**config.mk**
```make
export PLATFORM = sky130hd
export DESIGN_NAME = uart_tx_mmio
export DESIGN_NICKNAME = d
export VERILOG_FILES = /design/src/rtl/uart_tx_mmio.sv
export SDC_FILE = /design/constraint.sdc
export NUM_CORES = 1
export LEC_CHECK = 0
export BUFFER_PORTS_ARGS = -buffer_cell sky130_fd_sc_hd__buf_2
export CAP_MARGIN = 20
export CORE_MARGIN = 2
export CORE_UTILIZATION = 56
export CTS_CLUSTER_DIAMETER = 30
export DETAILED_ROUTE_END_ITERATION = 12
export GPL_TIMING_DRIVEN = 0
export HOLD_SLACK_MARGIN = 0.02
export PLACE_DENSITY = 0.8
export SKIP_CTS_REPAIR_TIMING = 1
export SLEW_MARGIN = 15
export SYNTH_ARGS = -nofsm -noshare
export SYNTH_HDL_FRONTEND = slang
export SYNTH_SLANG_ARGS = --single-unit
```
**constraint.sdc**
```tcl
create_clock -name clk -period 3.6 [get_ports clk]
set_input_delay 0.54 -clock clk [delete_from_list [all_inputs] [get_ports clk]]
set_output_delay 0.54 -clock clk [all_outputs]
set_load 0.01 [all_outputs]
```
**src/rtl/uart_tx_mmio.sv**
```systemverilog
// Memory-mapped 8N1 UART transmitter: a 16-byte register window on the core bus
// feeding a small TX FIFO that drains into a serializer.
module uart_tx_mmio #(
    parameter int                    DATA_WIDTH   = 32,
    parameter int                    ADDR_WIDTH   = 32,
    parameter logic [ADDR_WIDTH-1:0] BASE_ADDR    = 32'h1001_0000,
    parameter int                    FIFO_DEPTH   = 4,
    parameter logic [15:0]           BAUD_DIV_RST = 16'd434
) (
    input  logic                  clk,
    input  logic                  rst,
    input  logic                  MemWrite,
    input  logic                  MemRead,
    input  logic [ADDR_WIDTH-1:0] RWAddress,
    input  logic [DATA_WIDTH-1:0] WriteData,
    output logic                  Sel,
    output logic [DATA_WIDTH-1:0] RdData,
    output logic                  tx
);
    localparam int PTR_W = $clog2(FIFO_DEPTH);
    localparam int CNT_W = PTR_W + 1;

    typedef enum logic [1:0] {IDLE, START, DATA, STOP} state_t;

    state_t           state;
    logic [7:0]       fifo_mem [FIFO_DEPTH];
    logic [PTR_W-1:0] wr_ptr;
    logic [PTR_W-1:0] rd_ptr;
    logic [CNT_W-1:0] count;
    logic             ovf;
    logic [15:0]      baud_div;
    logic [15:0]      period;
    logic [15:0]      baud_cnt;
    logic [7:0]       shift;
    logic [2:0]       bit_cnt;

    logic [1:0]       offset;
    logic             bus_wr;
    logic             full;
    logic             empty;
    logic             push_req;
    logic             push;
    logic             pop;
    logic             bit_end;
    logic [7:0]       status;
    logic             unused_bits;

    assign Sel      = (RWAddress[ADDR_WIDTH-1:4] == BASE_ADDR[ADDR_WIDTH-1:4]);
    assign offset   = RWAddress[3:2];
    assign bus_wr   = Sel & MemWrite;
    assign full     = (count == CNT_W'(FIFO_DEPTH));
    assign empty    = (count == '0);
    assign push_req = bus_wr && (offset == 2'd0);
    assign push     = push_req && !full;
    assign pop      = (state == IDLE) && !empty;
    assign bit_end  = (baud_cnt == period - 16'd1);
    assign status   = {4'(count), ovf, empty, full, state != IDLE};

    assign unused_bits = ^{WriteData[DATA_WIDTH-1:16], RWAddress[1:0]};

    always_comb begin
        RdData = '0;
        if (Sel && MemRead) begin
            case (offset)
                2'd1:    RdData = DATA_WIDTH'(status);
                2'd2:    RdData = DATA_WIDTH'(baud_div);
                default: RdData = '0;
            endcase
        end
    end

    always_ff @(posedge clk) begin
        if (push) begin
            fifo_mem[wr_ptr] <= WriteData[7:0];
        end
    end

    // Full is judged before the edge, so a push into a full FIFO is dropped
    // even when the serializer pops in the same cycle.
    always_ff @(posedge clk or negedge rst) begin
        if (!rst) begin
            wr_ptr   <= '0;
            rd_ptr   <= '0;
            count    <= '0;
            ovf      <= 1'b0;
            baud_div <= BAUD_DIV_RST;
        end else begin
            if (push) begin
                wr_ptr <= wr_ptr + 1'b1;
            end
            if (pop) begin
                rd_ptr <= rd_ptr + 1'b1;
            end
            if (push && !pop) begin
                count <= count + 1'b1;
            end else if (pop && !push) begin
                count <= count - 1'b1;
            end
            if (push_req && full) begin
                ovf <= 1'b1;
            end else if (bus_wr && (offset == 2'd1) && WriteData[3]) begin
                ovf <= 1'b0;
            end
            if (bus_wr && (offset == 2'd2)) begin
                baud_div <= (WriteData[15:0] == 16'd0) ? 16'd1 : WriteData[15:0];
            end
        end
    end

    // The divisor is captured into period at pop time so mid-frame writes only
    // take effect on the next frame.
    always_ff @(posedge clk or negedge rst) begin
        if (!rst) begin
            state    <= IDLE;
            tx       <= 1'b1;
            shift    <= '0;
            period   <= BAUD_DIV_RST;
            baud_cnt <= '0;
            bit_cnt  <= '0;
        end else begin
            case (state)
                IDLE: begin
                    if (!empty) begin
                        shift    <= fifo_mem[rd_ptr];
                        period   <= baud_div;
                        baud_cnt <= '0;
                        bit_cnt  <= '0;
                        tx       <= 1'b0;
                        state    <= START;
                    end
                end
                START: begin
                    if (bit_end) begin
                        baud_cnt <= '0;
                        tx       <= shift[0];
                        state    <= DATA;
                    end else begin
                        baud_cnt <= baud_cnt + 16'd1;
                    end
                end
                DATA: begin
                    if (bit_end) begin
                        baud_cnt <= '0;
                        if (bit_cnt == 3'd7) begin
                            tx    <= 1'b1;
                            state <= STOP;
                        end else begin
                            shift   <= shift >> 1;
                            tx      <= shift[1];
                            bit_cnt <= bit_cnt + 3'd1;
                        end
                    end else begin
                        baud_cnt <= baud_cnt + 16'd1;
                    end
                end
                STOP: begin
                    if (bit_end) begin
                        baud_cnt <= '0;
                        state    <= IDLE;
                    end else begin
                        baud_cnt <= baud_cnt + 16'd1;
                    end
                end
            endcase
        end
    end
endmodule

```
==> results by group <==
Synthesis
  • Post-synth cell types: 62
  • Cell taking the most area after synthesis: dfrtp_1
  • Mean post-synth cell area: 10.6 um^2
  • Post-synth EDFFs: 32
  • Top-area cell type share of the netlist area: 26.6%
  • Ys Warns: 0
  • Syn Inst Count: 523
  • Synth top area cells: dfrtp_1, edfxtp_1, dfstp_2
  • Async SR Flop Fraction: 68.6%
  • Synthesis-stage register bit count: 102
  • Synth Cell Area: 0.00555 mm^2
  • Top_reg_cell synth: dfrtp_1
  • Register area share after synthesis: 49.1%

Global routing
  • Global-route wire length before repair: 19900 um
  • Total routing usage reported by global routing: 23.0%
  • Number of global-route vias before repair: 4208
  • Largest net degree at the start of global routing: 60
  • Initial antenna violation count: 0
  • Grt ovf: 0

STA
  • Post-Route Skew: 15.0 ps
  • Setup TNS: 0 ps
  • Fin. max-slew vios: 0
  • Slew Limit Headroom: 47.7%
  • Final hold violation count: 0
  • Worst-Margin Slew: 784 ps
  • Max Clk Rate: 296 MHz
  • PnR worst setup slack: 218 ps
  • RSZ-0062 raised after global routing: no
  • Fin crit share: 93.9%
  • Setup-failing EPs final: 0
  • Tmin final: 3380 ps

Pwr
  • Pwr/cell area: 322 mW/mm^2
  • Peak supply drop: 0.332 mV
  • Total Power: 2.05 mW
  • Pleak: 2.85 nW

Flow run
  • Max-cap check violation count: 0

Die
  • Initial core utilization: 57.3%
  • # rows: 36
  • Chip Width: 104 um
  • Ports: 102
  • Die Area: 0.0107 mm^2
  • Core area: 0.00968 mm^2
  • Chip height: 104 um

Routing
  • DR pass1 iterations: 7
  • Vias per inst: 5.63
  • Via count: 4257
  • Initial DRC count: 295
  • Drt total wl: 11800 um
  • Post-DR wirelength/cell: 15.6 um
  • Number of routed nets with antenna violations: 0
  • DRC violation count after routing: 0

Clock network
  • Worst-Skew Late Latency: 380 ps
  • Htree depth: 3
  • CTS tree: yes
  • Longest Clk Path Bufs: 2
  • Clk root buf: clkbuf_8
  • Clock sink count: 102
  • CTS Buf Count: 9
  • Clk slew on worst S/H paths: 110 ps

Worst hold path
  • Worst hold path type: primary input to register

Layout
  • Inserted Diodes: 0
  • Final nets: 704
  • Non-filler cells, final: 756
  • Most frequent cells in the layout: nand2_1, buf_2, dfrtp_1
  • P&R area growth vs syn: 14.6%
  • Share of cells above drive strength 1: 24.9%
  • Most common cell after layout, fill and taps aside: nand2_1

Placed design
  • PortBufs: 67
  • Placed insts: 739
  • Pre-CTS setup slack: 212 ps
  • HPWL after detailed placement: 8830 um
  • GPL Wtd Cong: 0.870

Setup path
  • Worst stage delay on the critical path: 530 ps
  • Buf+Inv Stages, Crit Path: 2
  • Most frequent CP cell: or4_4
  • CP required: 3870 ps
  • CP Cell Sequence: buf_6, or4_4, or4_1, buf_2, or4_4, a21oi_2, nand4_4, o21bai_4, nor2_1, mux2_2
  • Worst path top cell family by delay: simple AND/OR/NAND/NOR gates
  • Startpoint Class: register
  • CP Max Fanout: 8
  • Slowest CP cell: or4_4
  • Critical path class: register to register
  • Critical path data arrival time: 3660 ps
  • Critical Path End Type: register

Status
  • Status: finished clean
## final cells by class
cell class / count / area, um^2
multi-input combinational: 376 / 2580
fill: 731 / 3320
tap: 133 / 166
sequential: 102 / 2730
buffer: 46 / 251
inverter: 14 / 52.6
clock buffer: 9 / 124
timing repair buffer: 69 / 375
clock inverter: 7 / 88.8
## worst paths after layout
check | start | endpoint | slack (ps) | cells after the start
max | period[6]$_DFFE_PN0P_ | baud_cnt[0]$_DFFE_PN0N_ | 220 | 10
min | WriteData[6] | fifo_mem[2][6]$_DFFE_PP_ | 410 | 1
max reg2reg | period[6]$_DFFE_PN0P_ | baud_cnt[0]$_DFFE_PN0N_ | 220 | 10
min reg2reg | baud_div[5]$_DFFE_PN1P_ | period[5]$_DFFE_PN1P_ | 480 | 2
max in group asynchronous | rst | period[8]$_DFFE_PN1P_ | 2470 | 3
min in group asynchronous | rst | wr_ptr[0]$_DFFE_PN0P_ | 540 | 2
## routing by layer
metal	part of all wire [%]	routed length, um	vias up	GRT usage [%]
met3	5.4	633	29	3.84
met2	50	5860	152	38.4
met5	0	0	-	0
met4	2.5	299	0	8.88
li1	-	-	2038	-
met1	42	4960	2038	30.4
## stage by stage
step                hold WS (ps)  area, um^2  utilization [%]
floorplan                    244        5610                -
global placement             457        6110             63.1
detailed placement           405        6140             63.4
CTS                        -9.66        6350             65.6
global route                 400        6360             65.7
finish                       407        6360             65.7
## synth_stat cells, types with 2 or more instances
cell type / number
o21ai_0: 13
edfxtp_1: 32
a22o_1: 4
a22oi_1: 13
buf_1: 3
xnor2_1: 15
or4_1: 4
nor3_1: 8
buf_2: 3
buf_4: 18
dfstp_2: 11
nor4b_1: 3
o211ai_1: 11
nand2_1: 74
a21oi_1: 5
clkbuf_1: 21
or2_2: 2
nor3b_1: 2
and3_1: 8
nor4_1: 12
and2_1: 18
xor2_1: 14
a32oi_1: 2
mux2_2: 18
nand3b_1: 3
o21bai_1: 2
nor2_1: 35
dfrtp_1: 59
or3_1: 3
nor2b_1: 3
nand4b_1: 2
a21o_1: 2
nand2b_1: 4
nand4_1: 16
nor3_2: 2
inv_1: 14
or4_4: 2
mux4_2: 8
nand3_1: 13
ha_1: 17
a221o_1: 2
mux2i_1: 2
## where the power goes
group | switching, mW | internal, mW | total, mW
sequential | 0.0000000101 | 1.20 | 1.20
clock | 0.430 | 0.337 | 0.767
combinational | 0.0489 | 0.0386 | 0.0875
total | 0.479 | 1.57 | 2.05
## cells by family after synthesis
group,count (synthesis),synth area share [%]
simple gates,217,20.2
flops,102,49.1
compound gates,67,8.90
buf+inv,60,5.48
xor+xnor,29,4.58
mux,29,7.46
fa+ha+maj,18,4.19
other cells,1,0.0676
## sequential cells by signal, indices dropped and copies added, names as in the netlist
| name | flops |
|---|---|
| baud_cnt | 16 |
| baud_div | 16 |
| bit_cnt | 3 |
| count | 3 |
| fifo_mem | 32 |
| ovf | 1 |
| period | 16 |
| rd_ptr | 2 |
| shift | 8 |
| state | 2 |
| tx | 1 |
| wr_ptr | 2 |
## worst register-to-register path, cell delays in order, from the launching register on
cell,delay [ps]
dfrtp_1,390
buf_6,130
or4_4,530
or4_1,480
buf_2,170
or4_4,510
a21oi_2,200
nand4_4,200
o21bai_4,260
nor2_1,130
mux2_2,280
No activity file was read; power rests on OpenSTA's default activity.
